==> config.mk <==
export PLATFORM = sky130hd
export DESIGN_NAME = ram_arbiter
export DESIGN_NICKNAME = d
export VERILOG_FILES = /design/src/rtl/ram_arb_pkg.sv /design/src/rtl/rr_pick2.sv /design/src/rtl/ram_arbiter.sv
export SDC_FILE = /design/constraint.sdc
export NUM_CORES = 1
export LEC_CHECK = 0
export CORE_ASPECT_RATIO = 0.7
export CORE_UTILIZATION = 35
export CTS_CLUSTER_DIAMETER = 120
export DETAILED_ROUTE_END_ITERATION = 12
export GPL_TIMING_DRIVEN = 0
export PLACE_DENSITY = 0.77
export SKIP_LAST_GASP = 1
export SYNTH_ARGS = -nofsm -noshare
export SYNTH_HDL_FRONTEND = slang
export SYNTH_SLANG_ARGS = --single-unit
==> constraint.sdc <==
create_clock -name clock -period 1.2 [get_ports clock]
set_input_delay 0.3 -clock clock [delete_from_list [all_inputs] [get_ports clock]]
set_output_delay 0.3 -clock clock [all_outputs]
set_load 0.05 [all_outputs]
==> src/rtl/ram_arb_pkg.sv <==
// Shared types and constants for the two-port data-RAM arbiter.
package ram_arb_pkg;
  typedef enum logic [1:0] {IDLE, ISSUE, WAIT} state_t;
  localparam int NPORTS    = 2;
  localparam int PORT_CORE = 0;
  localparam int PORT_LOAD = 1;
endpackage

==> src/rtl/rr_pick2.sv <==
// Two-way round-robin pick: one-hot winner from requests and the preferred-port pointer.
module rr_pick2
  import ram_arb_pkg::*;
(
  input  logic [NPORTS-1:0] req,
  input  logic              ptr,
  output logic [NPORTS-1:0] win,
  output logic              valid
);
  always_comb begin
    win = req;
    // Contention resolves toward the pointer; a lone requester always wins.
    if (&req) win = ptr ? 2'b10 : 2'b01;
  end
  assign valid = |req;
endmodule

==> src/rtl/ram_arbiter.sv <==
// Round-robin arbiter/sequencer sharing the single data-RAM port between core and loader.
module ram_arbiter
  import ram_arb_pkg::*;
#(
  parameter int n  = 32,
  parameter int AW = 6
) (
  input  logic              clock,
  input  logic              nReset,
  input  logic [NPORTS-1:0] req,
  input  logic [NPORTS-1:0] we,
  input  logic [AW-1:0]     addr0,
  input  logic [AW-1:0]     addr1,
  input  logic [n-1:0]      wdata0,
  input  logic [n-1:0]      wdata1,
  output logic [NPORTS-1:0] gnt,
  output logic [NPORTS-1:0] rvalid,
  output logic [n-1:0]      rdata,
  output logic              ramR,
  output logic              ramW,
  output logic [AW-1:0]     ramAddr,
  output logic [n-1:0]      ramDataW,
  input  logic [n-1:0]      ramDataR
);
  state_t            state, nxt;
  logic              ptr;
  logic [NPORTS-1:0] win, own;
  logic              win_vld;
  logic              go, capture, win_we;

  rr_pick2 u_pick (
    .req   (req),
    .ptr   (ptr),
    .win   (win),
    .valid (win_vld)
  );

  always_ff @(posedge clock or negedge nReset) begin
    if (!nReset) state <= IDLE;
    else         state <= nxt;
  end

  // ramW doubles as the latched direction of the transaction in ISSUE.
  always_comb begin
    nxt = state;
    case (state)
      IDLE:    if (win_vld) nxt = ISSUE;
      ISSUE:   nxt = ramW ? IDLE : WAIT;
      WAIT:    nxt = IDLE;
      default: nxt = IDLE;
    endcase
  end

  always_comb begin
    go      = (state == IDLE) && win_vld;
    capture = (state == WAIT);
    win_we  = |(we & win);
  end

  always_ff @(posedge clock or negedge nReset) begin
    if (!nReset) begin
      gnt      <= '0;
      rvalid   <= '0;
      rdata    <= '0;
      ramR     <= 1'b0;
      ramW     <= 1'b0;
      ramAddr  <= '0;
      ramDataW <= '0;
      own      <= '0;
      ptr      <= 1'b0;
    end else begin
      gnt    <= go ? win : '0;
      ramW   <= go && win_we;
      ramR   <= go && !win_we;
      rvalid <= capture ? own : '0;
      if (capture) rdata <= ramDataR;
      if (go) begin
        ramAddr  <= win[PORT_LOAD] ? addr1  : addr0;
        ramDataW <= win[PORT_LOAD] ? wdata1 : wdata0;
        own      <= win;
        // Prefer the loser next time.
        ptr      <= win[PORT_CORE];
      end
    end
  end
endmodule
==> results.yml <==
synthesis:
  syn-instance-count: 318
  syn_nets: 432
  synth_area_leaders: "dfrtp_1 57%, mux2_1 9.0%, a31oi_1 6.8%, a21oi_1 5.4%, nand3_1 5.4%"
  synth_warnings: 0
  syn_area_um2: 3500
  synth-seq-cells: 80
  syn_avg_cell_area_um2: 11.0
  yosysTopAreaCellShare_pct: 57.2
  ys_seq_area_share_pct: 57.2
  synth_largest_area_cell: "dfrtp_1"
  synth.distinct_cells: 26
setup_path:
  regToRegSetupSlack_ns: -0.06
  worstSetupPathType: "flop to flop"
  reg2reg_from: "state[1]"
  slowest_delay_ns: 0.44
  start_kind: "flop"
  arrival_ns: 1.47
  crit_start: "state[1]"
  r2r_end: "rdata[2]"
  critPathCapture: "rdata[2]"
  required_ns: 1.41
  cp_cell_sequence: "nand2b_4, clkbuf_16, mux2_4"
  cp_slowest_cell: "dfrtp_2"
  end_kind: "flop"
  crit_fanout: 7
  r2r_cells: 3
cts:
  cts_inserted_buffers: 9
  cts.htree.levels: 3
  cts.root.buffer_cell: "clkbuf_16"
  cts_buffer_depth: 2
  clock_latency_ns: 0.33
  path_clk_slew_ns: 0.06
  cts_sinks: 80
  cts_tree: "done"
detailed_routing:
  via_per_inst: 5.12
  drtIter0Drc: 116
  drc: 0
  drt-total-wl_um: 12500
  wl_per_cell_um: 17.9
  via_count: 3584
  first_pass_iters: 5
  postRouteAntennaNets: 0
timing:
  rsz0062_at_grt: "yes"
  final.period_utilization_pct: 105
  fmax_mhz: 791
  final.setup.worst_slack_ns: -0.0639
  period_needed_ns: 1.26
  hold_violations: 0
  finClkSkew_ns: 0.00573
  setup_viol: 79
  worstMarginPinSlew_ns: 0.513
  slew-limit-headroom_pct: 65.8
  maxSlewViolCount: 0
status:
  outcome: "finished with violations"
  violations: "negative setup slack"
floorplan:
  die_w_um: 121
  start_util_pct: 36.1
  die_h_um: 85.6
  coreArea_um2: 9680
  die_area_um2: 10400
  io_pins: 190
  row_count: 30
place:
  place_inst: 635
  portBuffers: 188
  gp_congestion: 0.809
  placed_cell_area_um2: 5660
  dp.final_hpwl_um: 8040
finish:
  flow.area_growth_from_synthesis_pct: 98.7
  final_common_cell: "clkdlybuf4s50_1"
  layout_common_cells: "110 x clkdlybuf4s50_1, 83 x buf_6, 79 x dfrtp_1, 43 x buf_4, 38 x nand3_1"
  fillers: 711
  final_cells: 700
  fin_nets: 681
  postLayoutCellArea_um2: 6950
  drive_above_1_share_pct: 41.7
pwr:
  ir_worst_vdd_uv: 1370
  p_leak_nw: 3.07
  power.density_nw_per_um2: 3250
worst_hold_path:
  hold_path.class: "input pin to flop"
grt:
  grt_max_degree: 53
  grt_pass1_vias: 3384
  grt_usage_pct: 22.0
  antenna_found_initial: 1
  grt_pass1_wl_um: 17400
  grt_overflow: 0
run:
  cap_violations: 0
-- state kept, by name (all words and copies together) (netlist names) --
signal,cells
rvalid,2
ramDataW,32
ramW,1
ramR,1
own,2
rdata,32
state,2
ramAddr,6
gnt,2
-- routing by layer --
metal / track usage (%) / wire length, um
met2: 36.4 / 6110
met1: 28.0 / 5330
met5: 0 / 0
met3: 7.18 / 983
met4: 5.27 / 104
-- how the worst min path moves through the flow --
stage	startpoint	to	slack [ns]	cells after the start
final	req[1]	gnt[0]	0.36	3
after global routing	req[1]	gnt[0]	0.36	3
after CTS	req[1]	gnt[0]	0.39	3
after detailed placement	nReset	rdata[24]	0.25	1
after global placement	ramW	state[1]	0.42	1
after floorplan	nReset	gnt[0]	0.004	0
-- layout make-up --
cell class | count | area (um^2) | area share, %
Clock buffer | 10 | 239 | 3.44
Sequential cell | 80 | 2000 | 28.8
Clock inverter | 5 | 56.3 | 0.810
Inverter | 4 | 27.5 | 0.396
Antenna cell | 1 | 2.50 | 0.0360
Timing Repair Buffer | 239 | 2510 | 36.1
Tap cell | 128 | 160 | 2.30
Buffer | 32 | 364 | 5.24
Multi-Input combinational cell | 201 | 1590 | 22.9
-- what timing repair did --
item	CTS	global route
cloned	2	5
buffers inserted	16	27
hold buffers	1	0
endpoints found under the hold margin	28	0
pin swaps	6	6
setup endpoints to repair	149	144
gates resized for setup	567	68
-- metrics by stage --
| stage | total power, W | utilization (%) | worst slack [ns] | TNS (ns) | hold WS [ns] |
|---|---|---|---|---|---|
| 2_1_floorplan | 0.0120 | - | -0.0283 | -0.874 | 0.00441 |
| 3_3_place_gp | 0.0157 | 58.2 | -3.00 | -282.48 | 0.421 |
| 3_5_place_dp | 0.0159 | 58.4 | -0.695 | -45.67 | 0.250 |
| 4_1_cts | 0.0205 | 65.8 | -0.0556 | -1.99 | 0.390 |
| 5_1_grt | 0.0235 | 71.8 | -0.110 | -6.54 | 0.361 |
| 6_report | 0.0226 | 71.8 | -0.0639 | -3.01 | 0.358 |
-- cell usage after synthesis, drive strengths merged --
cell type / count
dfrtp: 80
a21oi: 38
a31oi: 38
nand3: 38
o21ai: 38
mux2: 32
buf: 20
clkbuf: 13
inv: 4
nor2: 4
a21o: 2
and2: 2
nand2b: 2
a21boi: 1
a32oi: 1
and3: 1
nand2: 1
nor2b: 1
nor3b: 1
or2: 1
-- worst max-delay path: cells and delay by family, from the launching register on --
family	cells	cell delay, ns
flip-flops	1	0.44
buffers and inverters	1	0.20
multiplexers	1	0.30
AND/OR/NAND/NOR	1	0.21
-- power by group --
group / switching, W / internal [W] / total (W)
clock: 0.00106 / 0.00166 / 0.00272
sequential: 0.00103 / 0.00407 / 0.00510
combinational: 0.00795 / 0.00682 / 0.0148
-- cells by family (layout without fill, tap and decap cells) --
| logic type | after synthesis | count (layout) | synth area share (%) |
|---|---|---|---|
| AO/OA/AOI/OAI | 118 | 118 | 18.6 |
| flip-flops | 80 | 80 | 57.2 |
| AND/OR/NAND/NOR | 51 | 51 | 7.65 |
| buffers and inverters | 37 | 290 | 6.26 |
| multiplexers | 32 | 32 | 10.3 |
| other | 0 | 1 | 0 |
No activity file was read; power rests on OpenSTA's default activity.
